File: config.mk
export PLATFORM = sky130hd
export DESIGN_NAME = alu_seq_w
export DESIGN_NICKNAME = d
export VERILOG_FILES = /design/src/rtl/alu_seq_w.sv
export SDC_FILE = /design/constraint.sdc
export NUM_CORES = 1
export LEC_CHECK = 0
export BUFFER_PORTS_ARGS = -buffer_cell sky130_fd_sc_hd__buf_2
export CAP_MARGIN = 20
export CORE_MARGIN = 2
export CORE_UTILIZATION = 44
export DETAILED_ROUTE_END_ITERATION = 8
export GPL_TIMING_DRIVEN = 0
export HOLD_SLACK_MARGIN = 0.12
export PLACE_DENSITY = 0.71
export SYNTH_ARGS = -nofsm -noshare
export SYNTH_HDL_FRONTEND = slang
export SYNTH_SLANG_ARGS = --single-unit
export TNS_END_PERCENT = 20
File: constraint.sdc
create_clock -name clk -period 4.6 [get_ports clk]
set_input_delay 1.15 -clock clk [delete_from_list [all_inputs] [get_ports clk]]
set_output_delay 1.15 -clock clk [all_outputs]
set_load 0.01 [all_outputs]
File: src/rtl/alu_seq_w.sv
// alu_seq_w: registered ALU with valid/ready handshakes on both sides and
// an owned N/V/Z flag register. Defining ALU_SEQ_MUL_EN adds an iterative
// radix-2 shift-add signed multiply on opcode 10. Without it, opcode 10 is illegal.
module alu_seq_w #(
   parameter int WIDTH = 16,
   parameter int SHW   = $clog2(WIDTH)
) (
   input  logic             clk,
   input  logic             rst,
   input  logic             in_valid,
   output logic             in_ready,
   input  logic [3:0]       opcode,
   input  logic [WIDTH-1:0] rs,
   input  logic [WIDTH-1:0] rt,
   input  logic [SHW-1:0]   shamt,
   output logic             out_valid,
   input  logic             out_ready,
   output logic [WIDTH-1:0] rd,
   output logic [2:0]       flag,
   output logic             busy
);

   localparam logic [3:0] OP_ADD    = 4'd0;
   localparam logic [3:0] OP_SUB    = 4'd1;
   localparam logic [3:0] OP_XOR    = 4'd2;
   localparam logic [3:0] OP_RED    = 4'd3;
   localparam logic [3:0] OP_SLL    = 4'd4;
   localparam logic [3:0] OP_SRA    = 4'd5;
   localparam logic [3:0] OP_ROR    = 4'd6;
   localparam logic [3:0] OP_PADDSB = 4'd7;
   localparam logic [3:0] OP_AND    = 4'd8;
   localparam logic [3:0] OP_OR     = 4'd9;

`ifdef ALU_SEQ_MUL_EN
   localparam logic [3:0]     OP_MUL   = 4'd10;
   localparam logic [SHW-1:0] CNT_LAST = SHW'(WIDTH - 1);
   typedef enum logic [1:0] {S_IDLE = 2'd0, S_HOLD = 2'd1, S_MUL = 2'd2} state_t;
`else
   typedef enum logic [1:0] {S_IDLE = 2'd0, S_HOLD = 2'd1} state_t;
`endif

   // Signed sum of every 8-bit lane of both operands, wrapped to WIDTH.
   function automatic logic [WIDTH-1:0] red_sum(input logic [WIDTH-1:0] a,
                                                input logic [WIDTH-1:0] b);
      logic signed [WIDTH+7:0] acc;
      logic signed [WIDTH+7:0] la;
      logic signed [WIDTH+7:0] lb;
      acc = '0;
      for (int i = 0; i < WIDTH / 8; i++) begin
         la  = {{WIDTH{a[8*i+7]}}, a[8*i +: 8]};
         lb  = {{WIDTH{b[8*i+7]}}, b[8*i +: 8]};
         acc = acc + la + lb;
      end
      return acc[WIDTH-1:0];
   endfunction

   // Per 4-bit lane signed add, clamped to [-8, 7].
   function automatic logic [WIDTH-1:0] padd_sat4(input logic [WIDTH-1:0] a,
                                                  input logic [WIDTH-1:0] b);
      logic [WIDTH-1:0] r;
      logic signed [4:0] s;
      r = '0;
      for (int i = 0; i < WIDTH / 4; i++) begin
         s = $signed({a[4*i+3], a[4*i +: 4]}) + $signed({b[4*i+3], b[4*i +: 4]});
         if (s > 5'sd7)       r[4*i +: 4] = 4'h7;
         else if (s < -5'sd8) r[4*i +: 4] = 4'h8;
         else                 r[4*i +: 4] = s[3:0];
      end
      return r;
   endfunction

   // Rotate right: the low half of the doubled word shifted right.
   function automatic logic [WIDTH-1:0] rot_right(input logic [WIDTH-1:0] a,
                                                  input logic [SHW-1:0]   sh);
      logic [2*WIDTH-1:0] dbl;
      dbl = {a, a} >> sh;
      return dbl[WIDTH-1:0];
   endfunction

   function automatic logic add_ovf(input logic signed [WIDTH-1:0] a,
                                    input logic signed [WIDTH-1:0] b,
                                    input logic signed [WIDTH-1:0] s);
      return (a[WIDTH-1] == b[WIDTH-1]) && (s[WIDTH-1] != a[WIDTH-1]);
   endfunction

   function automatic logic sub_ovf(input logic signed [WIDTH-1:0] a,
                                    input logic signed [WIDTH-1:0] b,
                                    input logic signed [WIDTH-1:0] d);
      return (a[WIDTH-1] != b[WIDTH-1]) && (d[WIDTH-1] != a[WIDTH-1]);
   endfunction

   state_t                   state_q;
   logic                     out_valid_q;
   logic [WIDTH-1:0]         rd_q;
   logic [2:0]               flag_q;
   logic [WIDTH-1:0]         res_d;
   logic [2:0]               flag_d;
   logic                     accept;
   logic signed [WIDTH-1:0]  a_s;
   logic signed [WIDTH-1:0]  b_s;
   logic signed [WIDTH-1:0]  sum_s;
   logic signed [WIDTH-1:0]  diff_s;
   logic [WIDTH-1:0]         ror_v;

   assign a_s    = $signed(rs);
   assign b_s    = $signed(rt);
   assign sum_s  = a_s + b_s;
   assign diff_s = a_s - b_s;
   assign ror_v  = rot_right(rs, shamt);

`ifdef ALU_SEQ_MUL_EN
   logic             busy_q;
   logic [SHW-1:0]   cnt_q;
   logic [WIDTH-1:0] acc_q;
   logic [WIDTH-1:0] mcand_q;
   logic [WIDTH-1:0] mplier_q;
   logic [WIDTH-1:0] acc_d;

   // Low WIDTH bits of a two's-complement product equal those of the unsigned
   // product, so plain shift-add over WIDTH steps yields the signed result.
   assign acc_d    = acc_q + (mplier_q[0] ? mcand_q : '0);
   assign in_ready = (state_q != S_MUL) && (!out_valid_q || out_ready);
   assign busy     = busy_q;
`else
   assign in_ready = !out_valid_q || out_ready;
   assign busy     = 1'b0;
`endif

   assign accept    = in_valid && in_ready;
   assign out_valid = out_valid_q;
   assign rd        = rd_q;
   assign flag      = flag_q;

   // Single-cycle result and next flag value; unlisted opcodes give 0 and hold flags.
   always_comb begin
      res_d  = '0;
      flag_d = flag_q;
      case (opcode)
         OP_ADD: begin
            res_d  = sum_s;
            flag_d = {sum_s[WIDTH-1], add_ovf(a_s, b_s, sum_s), sum_s == '0};
         end
         OP_SUB: begin
            res_d  = diff_s;
            flag_d = {diff_s[WIDTH-1], sub_ovf(a_s, b_s, diff_s), diff_s == '0};
         end
         OP_XOR: begin
            res_d     = rs ^ rt;
            flag_d[0] = ((rs ^ rt) == '0);
         end
         OP_RED:    res_d = red_sum(rs, rt);
         OP_SLL: begin
            res_d     = rs << shamt;
            flag_d[0] = ((rs << shamt) == '0);
         end
         OP_SRA: begin
            res_d     = a_s >>> shamt;
            flag_d[0] = ((a_s >>> shamt) == '0);
         end
         OP_ROR: begin
            res_d     = ror_v;
            flag_d[0] = (ror_v == '0);
         end
         OP_PADDSB: res_d = padd_sat4(rs, rt);
         OP_AND:    res_d = rs & rt;
         OP_OR:     res_d = rs | rt;
         default:   res_d = '0;
      endcase
   end

   // Control FSM with the result/flag registers and the multiply iteration.
   always_ff @(posedge clk) begin
      if (!rst) begin
         state_q     <= S_IDLE;
         out_valid_q <= 1'b0;
         rd_q        <= '0;
         flag_q      <= 3'b000;
`ifdef ALU_SEQ_MUL_EN
         busy_q      <= 1'b0;
         cnt_q       <= '0;
         acc_q       <= '0;
         mcand_q     <= '0;
         mplier_q    <= '0;
`endif
      end else begin
         case (state_q)
`ifdef ALU_SEQ_MUL_EN
            S_MUL: begin
               acc_q    <= acc_d;
               mcand_q  <= mcand_q << 1;
               mplier_q <= mplier_q >> 1;
               cnt_q    <= cnt_q + 1'b1;
               if (cnt_q == CNT_LAST) begin
                  rd_q        <= acc_d;
                  flag_q[0]   <= (acc_d == '0);
                  out_valid_q <= 1'b1;
                  busy_q      <= 1'b0;
                  cnt_q       <= '0;
                  state_q     <= S_HOLD;
               end
            end
`endif
            default: begin
               if (accept) begin
`ifdef ALU_SEQ_MUL_EN
                  if (opcode == OP_MUL) begin
                     out_valid_q <= 1'b0;
                     busy_q      <= 1'b1;
                     cnt_q       <= '0;
                     acc_q       <= '0;
                     mcand_q     <= rs;
                     mplier_q    <= rt;
                     state_q     <= S_MUL;
                  end else begin
                     rd_q        <= res_d;
                     flag_q      <= flag_d;
                     out_valid_q <= 1'b1;
                     state_q     <= S_HOLD;
                  end
`else
                  rd_q        <= res_d;
                  flag_q      <= flag_d;
                  out_valid_q <= 1'b1;
                  state_q     <= S_HOLD;
`endif
               end else if (out_valid_q && out_ready) begin
                  out_valid_q <= 1'b0;
                  state_q     <= S_IDLE;
               end
            end
         endcase
      end
   end

endmodule
**Word level (Yosys, flattened, before mapping)**

Index checks and enable logic that the tools add are counted.
W data, S select, Z words.

- Bits of input ports: 44
- Register bits after elaboration: 20
- Word-level logic and storage cells: 72
- Output and inout port bits: 22

- Reduce and logical (&&, ||, !) cells: 18
- Multiplexer cells: 13
- $lt $le $gt $ge: 8
- Shifts and indexed selects: 4
- Add/sub/neg operators: 9
- Equality and inequality tests: 13
- Bitwise operators: 3

Operator list:

| operator | count |
|---|---|
| $pmux W16 S10 | 1 |
| $logic_not A16 Y1 | 6 |
| $mux W4 | 8 |
| $shr A32 B4 Y16 | 1 |
| $sshr A16 B4 Y16 | 2 |
| $add A4 B4 Y5 | 4 |
| $gt A5 B4 Y1 const B | 4 |
| $lt A5 B4 Y1 const B | 4 |
| $add A16 B16 Y16 | 1 |
| $and A16 B16 Y16 | 1 |
| $eq A4 B3 Y1 const B | 4 |
| $or A16 B16 Y16 | 1 |
| $shl A16 B4 Y16 | 1 |
| $sub A16 B16 Y16 | 1 |
| $xor A16 B16 Y16 | 1 |
| $add A10 B8 Y11 | 1 |
| $add A9 B8 Y10 | 1 |
| $add A8 B8 Y9 | 1 |
| $eq A4 B2 Y1 const B | 2 |
| $eq A4 B4 Y1 const B | 2 |
| $pmux W1 S6 | 1 |
| $reduce_bool A6 Y1 | 1 |
| $eq A4 B1 Y1 const B | 1 |
| $logic_and A1 B1 Y1 | 4 |
| 9 further kinds | 14 |

**Logic depth before layout (Yosys ltp)**

- Depth after elaboration: 5
- Gate-level depth with buffers: 15
- Depth with buffers taken out: 15

**Worst setup path before layout**

No wires, ideal clock.

- Path type: in2reg
- Start: input rs[10]
- End: register rd_q[9], in the netlist rd[9]
- Buffers on the path: 1
- Arrival time: 4.429 ns
- Slack: 0.050 ns
- Stages: 14
- Required time: 4.478 ns
- Setup time: 0.122 ns
- Cell sequence: clkbuf_1 > inv_1 > fa_1 > fa_1 > inv_1 > fa_1 > a21o_1 > a21oi_1 > nor2b_1 > o21a_1 > o41ai_1 > xor2_1 > o211ai_1 > o311a_1

- Longest elaborated chain between the ends: 5
- Elaborated cells on any way between the ends: 11
- Classes of those cells: 3 x add/sub; 2 x order compare; 3 x shift; 3 x mux

Ends and longest elaborated chain:

| item | line | source |
|---|---|---|
| start: declaration | 13 | `input logic [WIDTH-1:0] rs,` |
| parallel branches: the longest is 4 deep, another holds $add A10 B8 Y11 | - |  |
| $pmux W16 S10 (*) | 138 | `case (opcode)` |
| end signal: assignment | 221 | `rd_q <= res_d;` |
| end: declaration | 94 | `logic [WIDTH-1:0] rd_q;` |

Every way passes the cells marked *.
A chain may end at the register's enable or synchronous reset.

**Worst setup path after layout**

- Start: input rs[11]
- End: register rd_q[11], in the netlist rd[11]

The elaborated chain is that of the path after synthesis.

==> results.cfg <==
[placed_design]
place_inst = 1124
portBuffers = 61
dpl_cell_area_mm2 = 0.007189
dp_hpwl_um = 23620
gp_congestion = 1.041
pre_cts_slack_ns = -1.185

[detailed_routing]
routedWlPerCell_um = 25.45
wl_um = 28880
ant_nets = 0
drtIter0Drc = 1036
num_vias = 7619
drc = 0
viasPerCell = 6.713
first_pass_iters = 6

[yosys]
yosys_register_bits = 20
yosysWarningCount = 0
synth_area_leaders = ha_1 (11%), mux4_2 (8.5%), fa_1 (6.6%), dfxtp_1 (6.0%), a21oi_1 (5.9%)
yosysUniqueCellTypes = 76
ys_async_sr_fraction_pct = 0
synthFlopType = dfxtp_1
syn-instance-count = 878
synth_top_area_share_pct = 10.74
synth_area_leader_cell = ha_1
synth_nets = 1001
synth-edff-count = 0
avgSynthCellArea_um2 = 7.563
syn_area_mm2 = 0.006640
yosysSeqAreaShare_pct = 6.030

[power]
powerDensity_mw_per_mm2 = 205.5
ir_drop_mv = 0.1800
p_total_mw = 1.550
p_leak_nw = 3.183

[clock_network]
cts_hold_buf = 0
cts_tree = yes
root_buffer = clkbuf_16
htreeDepth = 1
clk_latency_ns = 0.26
cts.clk_slew.worst_paths_ns = 0.06
clockBufferDepth = 2
cts_sinks = 20
numCtsBuffers = 3

[global_route]
gr-total-overflow = 0
grt_pass1_vias = 6936
grt_max_degree = 16
grt_antenna_before_repair = 1
grt_pass1_wl_um = 42800
grt_usage_pct = 34.77

[sta]
finalMaxSlewViolations = 0
rsz0062_at_grt = yes
worst_pin_slew_ns = 0.9048
worst_slack_ns = -0.007882
setup_tns_ns = -0.007882
finalCriticalPeriod_ns = 4.608
fmax_ghz = 0.2170
hold_violations = 0
setup_viol = 1
skew_ns = 0.005127
timing.hold.ws_ns = 0.4582
period_share_pct = 100.2
slew_headroom_pct = 39.68

[cells_and_area]
final_cell_mix = a21oi_1 (77), nor2_1 (68), buf_2 (67), nand2_1 (66), inv_1 (59)
drive_gt1_share_pct = 17.14
layout.cells.non_filler = 1135
area_growth_pct = 13.59
final_area_mm2 = 0.007542
nets = 1075
diodes = 0
final_common_cell = a21oi_1
utilization_pct = 51.50

[setup_path]
path_cells = buf_8 > clkinvlp_4 > buf_4 > ha_1 > clkbuf_1 > clkinv_1 > a21boi_0 > o221ai_1 > a211oi_1 > o2111ai_1 > a31o_1
critPathTopFamily = compound AO/OA/AOI/OAI gates
worst_path_max_delay_cell = a21boi_0
cp_slowest_stage_delay_ns = 0.77
worstPathRequired_ns = 4.75
path_buf_inv = 5
end_kind = flip-flop
cp_max_fo = 15
crit_arrival_ns = 4.76
path_class = in2reg
critPathLaunchType = primary input

[outcome]
violations = negative setup slack
status = finished with violations

[die]
core_region_area_mm2 = 0.01464
start_util_pct = 45.34
die_h_um = 126.8
chipWidth_um = 126.8
num_rows = 44
io_pins = 66
die_area_mm2 = 0.01609

[flow_run]
drv_cap = 0

[min_path]
hold_path_class = reg2reg
[Yosys cell counts, types with 10 or more instances]
cell type and count:
dfxtp_1 20, nand2b_1 14, o21ai_0 45, ha_1 57
mux2i_1 38, clkbuf_1 36, a221oi_1 14, nor2b_1 18
a31oi_1 11, nor2_1 68, mux4_2 25, inv_1 66
nand3_1 14, a211oi_1 12, mux2_2 14, xnor2_1 32
nor3_1 22, fa_1 22, o22ai_1 10, buf_2 15
a21oi_1 78, nand2_1 66
[path summary, 6_finish.rpt]
check	slack [ns]	from	cells after the start	endpoint
hold reg to reg	0.46	rd[7]	2	rd[7]
hold / removal	0.46	rd[7]	2	rd[7]
setup / recovery	-0.008	rs[11]	11	rd[11]
setup reg to reg	1.76	out_valid	10	rd[12]
[report_power, final]
part,leakage (nW),switching (mW),internal (mW)
registers,0.163,0.00467,0.182
logic,2.97,0.699,0.426
clock network,0.0511,0.0653,0.173
[cell type report]
type                            instances  area (µm²)
Clock buffer                            3       75.07
Fill cell                            1457        7102
Clock inverter                          1       30.03
Tap cell                              184       230.2
Inverter                               68       279.0
Timing Repair Buffer                   74       491.7
Multi-Input combinational cell        728        5773
Buffer                                 57       262.8
Sequential cell                        20       400.4
[per-layer routing]
| metal | track usage, % | up-vias | routed length, µm | part of all wire (%) |
|---|---|---|---|---|
| li1 | - | 3382 | - | - |
| met1 | 48.75 | 3574 | 11840 | 41 |
| met2 | 53.35 | 571 | 11910 | 41 |
| met3 | 7.465 | 92 | 3681 | 13 |
| met4 | 11.05 | 0 | 1443 | 5.0 |
| met5 | 0 | - | 0 | 0 |
[timing repair]
action	4_1_cts	5_1_grt
setup endpoints to repair	13	11
setup buffers	0	11
endpoints found under the hold margin	0	0
resized for setup	17	30
pin swaps	6	14
cloned	0	1
[cells by family (layout without fill, tap and decap cells)]
group                      count (synthesis)  after routing  synth area share (%)
DFF                                       20             20                 6.030
AOI/OAI and AO/OA                        281            281                 28.25
muxes                                     77             77                 16.58
other                                      1              1               0.05647
buffers and inverters                    130            203                 8.084
adders and majority gates                 79             79                 17.37
xor gates and xnor gates                  39             39                 5.144
and+or+nand+nor                          251            251                 18.48
[tightest hold or removal path: cells and delay by family, from the launching register on]
family          cells  cell delay, ns
flops               1            0.30
compound gates      1            0.06
simple gates        1            0.04
[sequential cells by signal, summed over array words and instances, names as in the netlist]
register   cells
flag           3
out_valid      1
rd            16
Note: power is estimated with default switching activity, not from simulation.
